### src/rtl/imm_extend_pkg.sv
// imm_extend_pkg: mode and state encodings shared by the immediate extender
package imm_extend_pkg;
   localparam logic [1:0] MODE_ZERO      = 2'b00;
   localparam logic [1:0] MODE_SIGN      = 2'b01;
   localparam logic [1:0] MODE_SIGN_SHL1 = 2'b10;
   localparam logic [1:0] MODE_HIGH      = 2'b11;
   localparam logic [1:0] ST_EMPTY = 2'd0;
   localparam logic [1:0] ST_ONE   = 2'd1;
   localparam logic [1:0] ST_TWO   = 2'd2;
endpackage

### src/rtl/imm_extend_core.sv
// imm_extend_core: combinational zero/sign/branch-offset/high immediate extension
module imm_extend_core
   import imm_extend_pkg::*;
#(
   parameter int IN_WIDTH  = 4,
   parameter int OUT_WIDTH = 16
) (
   input  logic [IN_WIDTH-1:0]  imm,
   input  logic [1:0]           mode,
   output logic [OUT_WIDTH-1:0] ext
);
   localparam int PAD = OUT_WIDTH - IN_WIDTH;
   logic [OUT_WIDTH-1:0] zext, sext, hext;
   assign zext = {{PAD{1'b0}}, imm};
   assign sext = {{PAD{imm[IN_WIDTH-1]}}, imm};
   assign hext = {imm, {PAD{1'b0}}};
   // branch offsets drop the top sign copy so the result keeps OUT_WIDTH bits
   always_comb begin
      ext = mode == MODE_ZERO      ? zext :
            mode == MODE_SIGN      ? sext :
            mode == MODE_SIGN_SHL1 ? {sext[OUT_WIDTH-2:0], 1'b0} : hext;
   end
endmodule

### src/rtl/imm_extend_pipe.sv
// imm_extend_pipe: immediate extender feeding a 2-entry valid/ready skid buffer
module imm_extend_pipe
   import imm_extend_pkg::*;
#(
   parameter int IN_WIDTH  = 4,
   parameter int OUT_WIDTH = 16
) (
   input  logic                 clk,
   input  logic                 rst,
   input  logic                 in_valid,
   output logic                 in_ready,
   input  logic [IN_WIDTH-1:0]  in_imm,
   input  logic [1:0]           in_mode,
   output logic                 out_valid,
   input  logic                 out_ready,
   output logic [OUT_WIDTH-1:0] out_data
);
   logic [1:0]           state_q, state_d;
   logic [OUT_WIDTH-1:0] main_q, main_d, skid_q, skid_d, ext;
   logic                 in_fire, out_fire;
   imm_extend_core #(.IN_WIDTH(IN_WIDTH), .OUT_WIDTH(OUT_WIDTH)) u_core (
      .imm  (in_imm),
      .mode (in_mode),
      .ext  (ext)
   );
   assign in_fire  = in_valid && in_ready;
   assign out_fire = out_valid && out_ready;
   always_ff @(posedge clk or posedge rst) begin
      if (rst) state_q <= ST_EMPTY;
      else     state_q <= state_d;
   end
   always_comb begin
      state_d = state_q;
      unique case (state_q)
         ST_EMPTY: state_d = in_fire ? ST_ONE : ST_EMPTY;
         ST_ONE:   state_d = (in_fire && !out_fire) ? ST_TWO :
                             (!in_fire && out_fire) ? ST_EMPTY : ST_ONE;
         ST_TWO:   state_d = out_fire ? ST_ONE : ST_TWO;
         default:  state_d = ST_EMPTY;
      endcase
   end
   always_comb begin
      in_ready  = (state_q != ST_TWO) && !rst;
      out_valid = state_q != ST_EMPTY;
      out_data  = main_q;
   end
   // main takes the new result only when it is free or being drained this edge
   always_comb begin
      main_d = main_q;
      skid_d = skid_q;
      if (state_q == ST_TWO) main_d = out_fire ? skid_q : main_q;
      else if (in_fire && (state_q == ST_EMPTY || out_fire)) main_d = ext;
      else if (in_fire) skid_d = ext;
   end
   always_ff @(posedge clk or posedge rst) begin
      if (rst) begin
         main_q <= '0;
         skid_q <= '0;
      end else begin
         main_q <= main_d;
         skid_q <= skid_d;
      end
   end
endmodule

### config.mk
export PLATFORM = sky130hd
export DESIGN_NAME = imm_extend_pipe
export DESIGN_NICKNAME = d
export VERILOG_FILES = /design/src/rtl/imm_extend_pkg.sv /design/src/rtl/imm_extend_core.sv /design/src/rtl/imm_extend_pipe.sv
export SDC_FILE = /design/constraint.sdc
export NUM_CORES = 1
export LEC_CHECK = 0
export ABC_CLOCK_PERIOD_IN_PS = 2400
export CORE_UTILIZATION = 30
export DETAILED_ROUTE_END_ITERATION = 7
export GPL_TIMING_DRIVEN = 0
export PLACE_DENSITY_LB_ADDON = 0.05
export SETUP_SLACK_MARGIN = 0.3
export SLEW_MARGIN = 20
export SYNTH_ARGS = -nofsm -noshare
export SYNTH_HDL_FRONTEND = slang
export SYNTH_SLANG_ARGS = --single-unit
export TNS_END_PERCENT = 50
### constraint.sdc
create_clock -name clk -period 2.4 [get_ports clk]
set_input_delay 0.36 -clock clk [delete_from_list [all_inputs] [get_ports clk]]
set_output_delay 0.36 -clock clk [all_outputs]
set_load 0.05 [all_outputs]
==> results of run 1 <==
-- worst register-to-register path: stages (launching register included) --
cell and delay, ns:
dfrtp_1 0.52, clkbuf_1 0.39, or2_2 0.20, nand2_1 0.05, ha_1 0.30, a21oi_1 0.13, o21ai_0 0.08
-- area by class of cell --
| type | instances | area [µm²] | share of cell area [%] |
|---|---|---|---|
| tap | 50 | 62.6 | 3.86 |
| clock buffer | 4 | 55.1 | 3.40 |
| multi-input combinational | 88 | 614 | 37.9 |
| buffer | 16 | 91.3 | 5.64 |
| timing repair inverter | 1 | 5.00 | 0.309 |
| inverter | 9 | 37.5 | 2.32 |
| sequential | 20 | 500 | 30.9 |
| timing repair buffer | 26 | 253 | 15.6 |
-- timing repair --
| action | 4_1_cts | 5_1_grt |
|---|---|---|
| resized for setup | 2 | 6 |
| hold buffers | 0 | 0 |
| setup endpoints to repair | 3 | 11 |
| gates cloned | 0 | 1 |
| hold endpoints to repair | 0 | 0 |
-- metal layers --
metal | part of all wire (%) | GRT usage [%]
met1 | 52 | 21.2
met2 | 44 | 24.5
met3 | 3.8 | 4.14
met4 | 0.91 | 3.99
met5 | 0 | 0
-- cells by family after synthesis --
kind of cell,share of synthesized area [%]
buf+inv,10.1
fa+ha+maj,1.01
xor+xnor,0.706
compound gates,12.9
mux,9.18
simple gates,25.7
flops,40.4
-- synthesized netlist by cell type (all sizes together) --
cell type / count / area share [%]
and4b: 4 / 3.2
nand2b: 2 / 1.0
inv: 9 / 2.7
a211o: 1 / 0.71
or3b: 3 / 2.1
and3b: 6 / 4.2
nand4bb: 1 / 0.91
nor3b: 1 / 0.61
a21oi: 4 / 1.6
clkbuf: 7 / 2.1
nor2: 1 / 0.30
buf: 9 / 5.2
nand3b: 1 / 0.61
o22ai: 4 / 2.0
nor2b: 4 / 2.0
mux2i: 5 / 4.0
and3: 3 / 1.5
mux2: 5 / 5.1
a31oi: 1 / 0.50
nor4b: 1 / 1.2
or2: 1 / 0.50
a211oi: 3 / 1.8
nand2: 16 / 4.8
o21ai: 11 / 4.4
ha: 1 / 1.0
o31ai: 3 / 1.8
nor3: 3 / 1.2
and4bb: 1 / 1.0
nand3: 1 / 0.40
xor2: 1 / 0.71
dfrtp: 20 / 40
-- worst max-delay path by stage --
| stage | cells past startpoint | end | slack (ns) | from |
|---|---|---|---|---|
| floorplan | 3 | in_ready | 0.70 | state_q[1]$_DFF_PP0_ |
| detailed placement | 6 | state_q[0]$_DFF_PP0_ | -0.08 | rst |
| global placement | 6 | state_q[0]$_DFF_PP0_ | -0.10 | rst |
| finish | 2 | out_data[8] | 0.35 | out_data[11]$_DFFE_PP0P_ |
| CTS | 3 | out_valid | 0.19 | state_q[0]$_DFF_PP0_ |
| global route | 6 | state_q[0]$_DFF_PP0_ | 0.21 | rst |
-- through the flow --
stage	TNS (ns)	utilization, %	hold slack, ns	power (mW)
2_1_floorplan	0	-	0.329	1.45
3_3_place_gp	-0.103	39.4	0.447	1.82
3_5_place_dp	-0.0838	39.4	0.456	1.83
4_1_cts	0	40.7	0.474	2.08
5_1_grt	0	40.8	0.502	2.20
6_report	0	40.8	0.471	2.07
-- flip-flops by register name, indices dropped and copies added, names as in the netlist --
name,cells
skid_q,9
state_q,2
out_data,9
-- power breakdown --
part	total, mW	internal (mW)	switching, mW
clock	0.264	0.146	0.118
combinational	1.21	0.458	0.755
sequential	0.592	0.485	0.107
total	2.07	1.09	0.980
==> flow_summary.toml, run 1 <==
[run_status]
status = "finished clean"

[global_route]
first_global_vias = 967
antenna_found_initial = 0
grt_max_degree = 22
track_usage_pct = 15.6
grt_pass1_wl_um = 5040
gr-total-overflow = 0

[worst_setup_path]
reg2regPathDepth = 6
start_kind = "flop"
reg2reg_to = "state_q[0]$_DFF_PP0_"
r2r-start = "state_q[0]$_DFF_PP0_"
path_class = "reg -> out"
critPathMaxStageDelay_ns = 0.79
cpMaxStageDelayCell = "clkdlybuf4s50_1"
rrSetupSlack_ns = 0.61
path_cells = "buf_4, clkdlybuf4s50_1"
cp_top_family = "buffers and inverters"
crit_fanout = 9
critPathBufInv = 2
critPathRequiredTime_ns = 2.04
arrival_ns = 1.69
worstSetupEndpointType = "output pin"

[cts]
cts_buffers = 3
clock_latency_ns = 0.27
clockBufferDepth = 2
cts_tree = "built"
cts_setup_buffers = 0
cts-root-buf = "clkbuf_8"
clk_pin_slew_ns = 0.08
ctsHtreeMaxLevel = 1
clock_sinks = 20

[timing]
fin_skew_ns = 0.00927
period_minus_slack_ns = 2.05
relSlewSlack_pct = 66.5
tightestPinTransition_ns = 0.502
setup_viol = 0
setup_ws_ns = 0.347
fmax_ghz = 0.487
hold_viol_final = 0
finalCritPeriodShare_pct = 85.6
rsz0062_at_grt = "true"
maxSlewViolCount = 0

[yosys]
ys_ff_latch = 20
synth_nets = 144
avgSynthCellArea_um2 = 9.32
ys_seq_area_share_pct = 40.4
yosys_warnings = 0
syn_area_um2 = 1240
syn_inst = 133
synth.distinct_cells = 33

[routing]
vias = 1023
firstDrtPassIters = 4
drtIter0Drc = 52
wire_per_inst_um = 13.8
ant_nets = 0
vias_per_cell = 4.78
remaining_drc_errors = 0
wl_um = 2950

[power_and_ir_drop]
power.leakage_nw = 0.752
p_per_area_nw_per_um2 = 1280
ir_drop_mv = 0.366

[place]
place_inst = 209
hpwl_um = 2180
dpl_worst_slack_ns = -0.0838
port_buffers = 26
place_area_um2 = 1560
gp_congestion = 0.794

[finish]
finalNonFillerCells = 214
drive_above_1_share_pct = 17.1
most-common-layout-cells = "clkdlybuf4s50_1, dfrtp_1, nand2_1"
diodes = 0
area_growth_syn_to_layout_pct = 30.6
final_nets = 176
layout_commonest_cell = "clkdlybuf4s50_1"
fillCellCount = 406
post-route-cell-area_um2 = 1620

[floorplan]
io_pins = 28
dieArea_um2 = 4390
fp.dieH_um = 66.3
start_util_pct = 31.2
core_um2 = 3970
fp-row-count = 23
die_w_um = 66.3

[hold_path]
min_to = "skid_q[2]$_DFFE_PP0P_"
hp-start = "skid_q[2]$_DFFE_PP0P_"
min_path_type = "reg -> reg"
holdPathStages = 2

[job]
cap_violations = 0
(Power assumes the default switching activity.)
==> run 2, diff against run 1 <==
SKIP_CTS_REPAIR_TIMING = 1   (was unset)
==> flow_summary.toml, run 2 (synthesis gave the netlist of run 1 again) <==
[power_and_ir_drop]
power.leakage_nw = 0.782
ir_drop_mv = 0.366
p_per_area_nw_per_um2 = 1260

[floorplan]
die_w_um = 66.3
fp.dieH_um = 66.3
core_um2 = 3970
fp-row-count = 23
dieArea_um2 = 4390
start_util_pct = 31.2
io_pins = 28

[place]
dpl_worst_slack_ns = -0.0838
hpwl_um = 2180
gp_congestion = 0.794
port_buffers = 26
place_area_um2 = 1560

[timing]
maxSlewViolCount = 0
hold_viol_final = 0
setup_ws_ns = 0.283
setup-tns-final_ns = 0
tightestPinTransition_ns = 0.502
rsz0062_at_grt = "true"
setup_viol = 0
relSlewSlack_pct = 66.5
fmax_ghz = 0.472
finalCritPeriodShare_pct = 88.2
period_minus_slack_ns = 2.12
fin_skew_ns = 0.00931

[worst_setup_path]
path_cells = "clkbuf_1, or2_2, dlymetal6s2s_1"
critPathBufInv = 2
start_kind = "flop"
cp_top_family = "buffers and inverters"
crit_fanout = 10
path_class = "reg -> out"
critPathRequiredTime_ns = 2.04
arrival_ns = 1.76
cpMaxStageDelayCell = "dfrtp_1"
critPathMaxStageDelay_ns = 0.52
worstSetupEndpointType = "output pin"

[finish]
finish.utilization_pct = 41.5
fillCellCount = 402
drive_above_1_share_pct = 16.9
final_nets = 178
diodes = 0
layout_commonest_cell = "clkdlybuf4s50_1"
area_growth_syn_to_layout_pct = 33.0
most-common-layout-cells = "clkdlybuf4s50_1, dfrtp_1, nand2_1"
post-route-cell-area_um2 = 1650

[routing]
wire_per_inst_um = 13.6
ant_nets = 0
remaining_drc_errors = 0
wl_um = 2940
vias = 1029
drtIter0Drc = 39
firstDrtPassIters = 4
vias_per_cell = 4.76

[global_route]
grt_max_degree = 22
grt_pass1_wl_um = 5040
gr-total-overflow = 0
antenna_found_initial = 0
first_global_vias = 967
track_usage_pct = 15.6

[hold_path]
min_path_type = "reg -> reg"

[cts]
ctsHtreeMaxLevel = 1
clock_latency_ns = 0.27
clk_pin_slew_ns = 0.07
cts-root-buf = "clkbuf_8"
cts_buffers = 3
cts_tree = "built"
clockBufferDepth = 2
clock_sinks = 20

[job]
cap_violations = 0

[run_status]
status = "finished clean"
[run 2: final timing paths]
kind / slack, ns / from / cells past startpoint / to
setup / recovery: 0.28 / state_q[0]$_DFF_PP0_ / 3 / out_valid
hold / removal: 0.47 / skid_q[2]$_DFFE_PP0P_ / 2 / skid_q[2]$_DFFE_PP0P_
setup reg to reg: 0.62 / state_q[0]$_DFF_PP0_ / 6 / state_q[0]$_DFF_PP0_
hold reg to reg: 0.47 / skid_q[2]$_DFFE_PP0P_ / 2 / skid_q[2]$_DFFE_PP0P_
max in group asynchronous: 1.42 / rst / 2 / out_data[1]$_DFFE_PP0P_
min in group asynchronous: 0.66 / rst / 3 / state_q[1]$_DFF_PP0_
[run 2: routing by layer]
| metal | routed length, µm | GRT usage [%] | part of all wire [%] |
|---|---|---|---|
| met1 | 1500 | 21.2 | 51 |
| met2 | 1310 | 24.5 | 44 |
| met3 | 110 | 4.14 | 3.7 |
| met4 | 27 | 3.99 | 0.92 |
| met5 | 0 | 0 | 0 |
[run 2: cell type report]
class	instances	area [µm²]	area share [%]
timing repair buffer	28	283	17.1
sequential	20	500	30.3
multi-input combinational	88	614	37.3
inverter	9	37.5	2.28
clock buffer	4	55.1	3.34
timing repair inverter	1	5.00	0.303
buffer	16	91.3	5.54
tap	50	62.6	3.79
[run 2: worst reg2reg max path, cell delays in order, from the launching register on]
cell and delay (ns):
dfrtp_1 0.52, clkbuf_1 0.38, or2_2 0.19, nand2_1 0.05, ha_1 0.30, a21oi_1 0.13
o21ai_0 0.08
[run 2: power breakdown]
group          total (mW)  switching [mW]  internal, mW
sequential          0.592           0.107         0.485
clock               0.265           0.118         0.146
combinational        1.22           0.753         0.470
total                2.08           0.979          1.10
[run 2: stage by stage]
stage	total power, mW	hold slack, ns	instances
after CTS	2.09	0.474	213
after detailed placement	1.83	0.456	209
after floorplan	1.45	0.329	133
after global routing	2.22	0.502	216
final	2.08	0.469	216
after global placement	1.82	0.447	209
==> run 3, diff against run 2 <==
CORE_MARGIN = 2   (was unset)
==> flow_summary.toml, run 3 (synthesis gave the netlist of run 1 again) <==
[floorplan]
fp-row-count = 23
start_util_pct = 31.0
core_um2 = 4000
fp.dieH_um = 68.3
dieArea_um2 = 4660
io_pins = 28
die_w_um = 68.3

[finish]
diodes = 0
layout_commonest_cell = "clkdlybuf4s50_1"
seq_area_um2 = 500
finish.utilization_pct = 41.1
drive_above_1_share_pct = 16.9
fillCellCount = 425
multi_input_area_um2 = 614
area_growth_syn_to_layout_pct = 32.5
finalNonFillerCells = 216
most-common-layout-cells = "clkdlybuf4s50_1, dfrtp_1, nand2_1"
final_nets = 179

[cts]
clockBufferDepth = 2
cts_tree = "built"
cts_buffers = 3
ctsHtreeMaxLevel = 1
clk_pin_slew_ns = 0.07
cts-root-buf = "clkbuf_8"
clock_latency_ns = 0.25
clock_sinks = 20

[timing]
rsz0062_at_grt = "true"
maxSlewViolCount = 0
finalCritPeriodShare_pct = 86.9
period_minus_slack_ns = 2.09
setup_ws_ns = 0.314
fin_skew_ns = 0.000866
tightestPinTransition_ns = 0.571
hold_viol_final = 0
relSlewSlack_pct = 61.7
fmax_ghz = 0.479
setup_viol = 0

[routing]
wl_um = 3120
vias = 1065
firstDrtPassIters = 4
drtIter0Drc = 36
vias_per_cell = 4.93
wire_per_inst_um = 14.4
remaining_drc_errors = 0
ant_nets = 0

[place]
gp_congestion = 0.788
dpl_worst_slack_ns = -0.139
port_buffers = 26
hpwl_um = 2210
place_inst = 209

[worst_setup_path]
critPathRequiredTime_ns = 2.04
critPathMaxStageDelay_ns = 0.50
arrival_ns = 1.73
path_cells = "clkbuf_1, or2_2, dlymetal6s2s_1"
cpMaxStageDelayCell = "dfrtp_1"
path_class = "reg -> out"
start_kind = "flop"
worstSetupEndpointType = "output pin"
crit_fanout = 10

[power_and_ir_drop]
p_per_area_nw_per_um2 = 1240
power.leakage_nw = 0.780
ir_drop_mv = 0.376

[job]
cap_violations = 0

[global_route]
grt_pass1_wl_um = 4990
antenna_found_initial = 0
first_global_vias = 964
track_usage_pct = 14.9
grt_max_degree = 22
gr-total-overflow = 0

[run_status]
status = "finished clean"

[hold_path]
min_path_type = "reg -> reg"
## run 3: changes by cell type in the layout (fill, tap and decap cells not counted)
cell      before  now
clkbuf_8       4    3
buf_4         10   11
## run 3: power by group
group | total (mW) | internal [mW] | switching, mW
clock network | 0.220 | 0.112 | 0.108
registers | 0.588 | 0.485 | 0.102
logic | 1.23 | 0.472 | 0.758
## run 3: metrics by stage
stage | hold slack, ns | TNS [ns] | total power [mW] | cell area [µm²]
3_5_place_dp | 0.453 | -0.139 | 1.83 | 1560
2_1_floorplan | 0.329 | 0 | 1.45 | 1240
4_1_cts | 0.470 | -0.0767 | 2.06 | 1600
3_3_place_gp | 0.445 | -0.0903 | 1.82 | 1560
6_report | 0.466 | 0 | 2.04 | 1640
5_1_grt | 0.492 | 0 | 2.18 | 1640
## run 3: final cells by class
cell class                      instances  share of cell area (%)
Multi-Input combinational cell         88                    37.4
Sequential cell                        20                    30.5
Timing Repair Buffer                   29                    17.7
Buffer                                 16                    5.56
Tap cell                               50                    3.81
Clock buffer                            3                    2.51
Inverter                                9                    2.28
Timing Repair inverter                  1                   0.305
## run 3: worst max-delay path, delay by kind of cell, from the launching register on
family / cells / cell delay [ns]
flops: 1 / 0.50
buf+inv: 2 / 0.77
simple gates: 1 / 0.19
## run 3: per-layer routing
layer | share of wire, % | global-route usage [%]
met1 | 49 | 21.8
met3 | 3.7 | 2.30
met2 | 46 | 21.6
met4 | 1.2 | 5.75
met5 | 0 | 0
## run 3: path summary, 6_finish.rpt
path                                                 to  cells past startpoint  slack, ns             startpoint
worst max-delay path                          out_valid                      3       0.31   state_q[0]$_DFF_PP0_
worst min-delay path              skid_q[1]$_DFFE_PP0P_                      2       0.47  skid_q[1]$_DFFE_PP0P_
worst max register to register     state_q[0]$_DFF_PP0_                      6       0.63   state_q[0]$_DFF_PP0_
worst min register to register    skid_q[1]$_DFFE_PP0P_                      2       0.47  skid_q[1]$_DFFE_PP0P_
max in group asynchronous       out_data[3]$_DFFE_PP0P_                      2       1.36                    rst
min in group asynchronous          state_q[1]$_DFF_PP0_                      3       0.69                    rst
